## config.mk

```make
export PLATFORM = sky130hd
export DESIGN_NAME = alu_sched
export DESIGN_NICKNAME = d
export VERILOG_FILES = /design/src/rtl/alu_sched.sv
export SDC_FILE = /design/constraint.sdc
export NUM_CORES = 1
export LEC_CHECK = 0
export CAP_MARGIN = 15
export CORE_MARGIN = 2
export CORE_UTILIZATION = 43
export CTS_CLUSTER_DIAMETER = 200
export DETAILED_ROUTE_END_ITERATION = 6
export PLACE_DENSITY = 0.95
export REMOVE_ABC_BUFFERS = 1
export SLEW_MARGIN = 15
export SYNTH_ARGS = -nofsm -noshare
export SYNTH_HDL_FRONTEND = slang
export SYNTH_SLANG_ARGS = --single-unit
```

## constraint.sdc

```tcl
create_clock -name clk -period 4.02 [get_ports clk]
set_input_delay 0.804 -clock clk [delete_from_list [all_inputs] [get_ports clk]]
set_output_delay 0.804 -clock clk [all_outputs]
set_load 0.03 [all_outputs]
```

## src/rtl/alu_sched.sv

```systemverilog
// rtl/alu_sched.sv - two-requester round-robin scheduler driving an external multi-cycle ALU
// Commands pass IDLE -> LOAD -> EXEC -> RESP; an illegal op skips straight to RESP with an error.
module alu_sched #(
  parameter int ALU_LAT = 1
) (
  input  logic       clk,
  input  logic       rst,
  input  logic       req0_valid,
  input  logic       req1_valid,
  output logic       req0_ready,
  output logic       req1_ready,
  input  logic [2:0] req0_op,
  input  logic [2:0] req1_op,
  input  logic [7:0] req0_a,
  input  logic [7:0] req0_b,
  input  logic [7:0] req1_a,
  input  logic [7:0] req1_b,
  output logic [2:0] alu_in_sel,
  output logic [7:0] alu_num1,
  output logic [7:0] alu_num2,
  output logic [6:0] alu_out_sel,
  input  logic [7:0] alu_out,
  output logic       rsp_valid,
  input  logic       rsp_ready,
  output logic       rsp_id,
  output logic [7:0] rsp_data,
  output logic       rsp_err,
  output logic [1:0] state
);

  typedef enum logic [1:0] {
    IDLE = 2'b00,
    LOAD = 2'b01,
    EXEC = 2'b10,
    RESP = 2'b11
  } state_t;

  state_t     state_q, state_d;
  logic       ptr_q, ptr_d;
  logic [2:0] op_q, op_d;
  logic [7:0] a_q, a_d, b_q, b_d;
  logic [7:0] data_q, data_d;
  logic       id_q, id_d;
  logic       err_q, err_d;
  logic [2:0] cnt_q, cnt_d;
  logic       gnt_any;
  logic       gnt_id;
  logic [2:0] sel_op;

  // ptr_q names the requester that wins a tie; it flips to the loser after every grant.
  always_comb begin
    gnt_any = req0_valid | req1_valid;
    if (req0_valid && req1_valid) gnt_id = ptr_q;
    else                          gnt_id = ~req0_valid;
    sel_op = gnt_id ? req1_op : req0_op;
  end

  assign req0_ready = rst && (state_q == IDLE) && gnt_any && !gnt_id;
  assign req1_ready = rst && (state_q == IDLE) && gnt_any && gnt_id;

  always_comb begin
    state_d = state_q;
    ptr_d   = ptr_q;
    op_d    = op_q;
    a_d     = a_q;
    b_d     = b_q;
    data_d  = data_q;
    id_d    = id_q;
    err_d   = err_q;
    cnt_d   = cnt_q;
    case (state_q)
      IDLE: begin
        if (gnt_any) begin
          op_d  = sel_op;
          a_d   = gnt_id ? req1_a : req0_a;
          b_d   = gnt_id ? req1_b : req0_b;
          id_d  = gnt_id;
          ptr_d = ~gnt_id;
          if (sel_op == 3'd7) begin
            err_d   = 1'b1;
            data_d  = 8'h00;
            state_d = RESP;
          end else begin
            err_d   = 1'b0;
            state_d = LOAD;
          end
        end
      end
      LOAD: begin
        cnt_d   = 3'(ALU_LAT - 1);
        state_d = EXEC;
      end
      EXEC: begin
        if (cnt_q == 3'd0) begin
          data_d  = alu_out;
          state_d = RESP;
        end else begin
          cnt_d = cnt_q - 3'd1;
        end
      end
      RESP: begin
        if (rsp_ready) state_d = IDLE;
      end
      default: state_d = IDLE;
    endcase
  end

  always_ff @(posedge clk or negedge rst) begin
    if (!rst) begin
      state_q <= IDLE;
      ptr_q   <= 1'b0;
      op_q    <= 3'd0;
      a_q     <= 8'h00;
      b_q     <= 8'h00;
      data_q  <= 8'h00;
      id_q    <= 1'b0;
      err_q   <= 1'b0;
      cnt_q   <= 3'd0;
    end else begin
      state_q <= state_d;
      ptr_q   <= ptr_d;
      op_q    <= op_d;
      a_q     <= a_d;
      b_q     <= b_d;
      data_q  <= data_d;
      id_q    <= id_d;
      err_q   <= err_d;
      cnt_q   <= cnt_d;
    end
  end

  // ALU controls follow rst directly so the reset command reaches the ALU without waiting on a flop.
  always_comb begin
    alu_in_sel  = 3'b100;
    alu_num1    = 8'h00;
    alu_num2    = 8'h00;
    alu_out_sel = 7'b0000000;
    if (!rst) begin
      alu_in_sel = 3'b001;
    end else begin
      case (state_q)
        LOAD: begin
          alu_in_sel  = 3'b010;
          alu_num1    = a_q;
          alu_num2    = b_q;
          alu_out_sel = 7'b1000000 >> op_q;
        end
        EXEC: begin
          alu_num1    = a_q;
          alu_num2    = b_q;
          alu_out_sel = 7'b1000000 >> op_q;
        end
        default: ;
      endcase
    end
  end

  assign rsp_valid = (state_q == RESP);
  assign rsp_id    = id_q;
  assign rsp_data  = data_q;
  assign rsp_err   = err_q;
  assign state     = state_q;

endmodule

```

==> results.yml <==
status:
  status: "finished clean"
grt:
  grt_pass1_vias: 1627
  grt_usage: 0.219
  grt_pass1_wl_mm: 7.60
  grt_most_used_layer: "met2"
  antenna_found_initial: 0
  grt_util_met2: 0.383
  use_met1: 0.259
  grt_use_met3: 0.0536
  grt_overflow: 0
  grt_max_degree: 34
die:
  rows: 23
  die_w_microns: 68.5
  die_height_microns: 68.5
  coreArea_sq_um: 4000
  initial_utilization: 0.448
  die_area_sq_um: 4700
  io_pins: 92
yosys:
  syn_inst: 177
  post-synth-top-area-cell: "dfrtp_1"
  synth_area_leaders: "dfrtp_1, a222oi_1, and3_1, ha_1, inv_1"
  avgSynthCellArea_sq_um: 10.1
  syn_area_sq_um: 1790
  ys_ff_latch: 35
  synthDistinctLibCells: 27
  seq_area_frac_synth: 0.489
  yosysWarningCount: 0
  synth_top_area_frac: 0.489
sta:
  tns_ns: 0
  skew_ns: 0.00995
  finalCritPeriodShare: 0.854
  setup_violations: 0
  maxSlewViolCount: 0
  setup_slack_ns: 0.588
  fmax_ghz: 0.291
  hold_viol: 0
  tightest_slew_ns: 0.648
  period_minus_slack_ns: 3.43
  rsz0062_at_grt: "false"
  relSlewSlack: 0.568
  fin_hold_ws_ns: 0.412
drt:
  first_pass_iters: 5
  vias: 1730
  finalWirelength_mm: 4.79
  ant_nets: 0
  avgViaCountPerCell: 5.41
  post-route-drc-count: 0
  wl_per_cell_microns: 15.0
  dr.first_iter.drc_count: 158
worst_setup_path:
  start_kind: "primary input"
  required_ns: 3.22
  endpoint_kind: "primary output"
  cp_max_fo: 8
  worstSetupPathType: "in2out"
  arrival_ns: 2.63
power_and_ir_drop:
  peakVddDrop_uv: 506
  p_int_mw: 1.15
  p_sw_mw: 0.882
  clkPwrFrac: 0.120
  netSwitchingFraction: 0.434
  p_per_area_nw_per_um2: 715
  leakagePower_nw: 1.34
  pwr-share-comb: 0.585
  power_frac_seq: 0.295
cts:
  path_clk_slew_ns: 0.07
  post_cts_resized: 0
  root_buffer: "clkbuf_8"
  clk_latency_ns: 0.29
  postCtsHoldBufs: 0
  clockBufferDepth: 2
  cts_made_buffers: 5
  cts_sinks: 35
  cts.htree.levels: 2
  cts_tree: "yes"
  post-cts-setup-buffers: 0
cells_and_area:
  final_nets: 327
  finalNonFillerCells: 320
  num_antenna_cells: 0
  syn_to_final_growth_pct: 58.7
  drive_gt1_frac: 0.0630
  fillers: 317
min_path:
  worstHoldPathType: "in2async"
place:
  placed_cells: 312
  dpl.hpwl_mm: 3.63
  gp_congestion: 0.807
  pre_cts_slack_ns: 0.586
  numPortBuffers: 91
job:
  cap_violations: 0
[logic make-up (layout without fill, tap and decap cells)]
family                     count (synthesis)  in the layout  share of synthesized area
and+or+nand+nor                           54             54                      0.157
AOI/OAI and AO/OA                         41             41                      0.189
DFF                                       35             35                      0.489
buffers and inverters                     33            126                     0.0734
adders and majority gates                  7              7                     0.0489
muxes                                      7              7                     0.0426
[through the flow]
| step | instance area, sq um | power [mW] | utilization |
|---|---|---|---|
| finish | 2840 | 2.03 | 0.710 |
| global placement | 2760 | 1.76 | 0.690 |
| floorplan | 1750 | 1.33 | - |
| CTS | 2840 | 2.05 | 0.710 |
| global route | 2840 | 2.17 | 0.710 |
| detailed placement | 2760 | 1.81 | 0.690 |
[worst max-delay path, stage by stage]
cell             delay (ns)
clkdlybuf4s50_1        0.51
a21boi_2               0.43
and3_1                 0.22
clkdlybuf4s50_1        0.67
[synth_stat cells]
library cell and instances:
a21o_1 2, mux2_4 1, buf_2 3, a21oi_1 3, nor4_1 1, mux2i_1 5, a22o_1 7, and2_1 2
nor2_1 7, a222oi_1 16, buf_4 1, and3_1 17, or3b_2 1, mux2_2 1, a21boi_2 1, dfrtp_1 35
inv_1 23, a211o_4 1, a22oi_1 1, nand2b_1 4, ha_1 7, clkbuf_1 6, nand2_1 11, o21ai_0 9
nor3_1 5, nand3_1 6, o21ai_1 1
[per-layer routing]
layer	routed length, microns	part of all wire	vias up
met2	2550	0.53	72
met5	0	0	-
met1	1800	0.38	819
met4	68	0.014	0
met3	378	0.079	9
li1	-	-	830
[cell usage in the layout, fill, tap and decap left out, types with 6 or more instances in the layout]
master and instances:
clkdlybuf4s50_1 90, dfrtp_1 35, inv_1 23, and3_1 17, a222oi_1 16, nand2_1 11
o21ai_0 9, nor2_1 7, a22o_1 7, ha_1 7, nand3_1 6
[flip-flops by register name, summed over array words and instances, names as in the netlist]
register  cells
rsp_id        1
op_q          3
ptr_q         1
b_q           8
cnt_q         3
rsp_data      8
rsp_err       1
a_q           8
state         2
[power by group through the flow]
| stage | sequential, mW | clock, mW | combinational [mW] |
|---|---|---|---|
| 2_1_floorplan | 0.684 | 0 | 0.651 |
| 3_3_place_gp | 0.595 | 0 | 1.17 |
| 6_report | 0.601 | 0.243 | 1.19 |
| 3_5_place_dp | 0.607 | 0 | 1.20 |
| 5_1_grt | 0.618 | 0.266 | 1.29 |
| 4_1_cts | 0.600 | 0.247 | 1.20 |
[worst paths after layout]
check | slack, ns | depth (start not counted) | endpoint | from
setup / recovery | 0.59 | 4 | req0_ready | req0_valid
setup reg to reg | 1.97 | 6 | rsp_data[5]$_DFFE_PN0P_ | state[0]$_DFFE_PN0P_
max in group asynchronous | 3.14 | 2 | rsp_data[5]$_DFFE_PN0P_ | rst
hold / removal | 0.41 | 1 | rsp_err$_DFFE_PN0P_ | rst
min in group clk | 0.48 | 1 | rsp_id$_DFFE_PN0P_ | rsp_id$_DFFE_PN0P_
hold reg to reg | 0.48 | 1 | rsp_id$_DFFE_PN0P_ | rsp_id$_DFFE_PN0P_
[final cells by class]
class                   count  area, sq um  area share
clock inverters             1         5.00     0.00176
flip-flops and latches     35          876       0.308
multi-input cells         109          787       0.277
inverters                  23         86.3      0.0304
repair buffers             95          948       0.334
clock buffers               7         76.3      0.0269
well taps                  50         62.6      0.0220
Power figures use the tool's default switching activity.
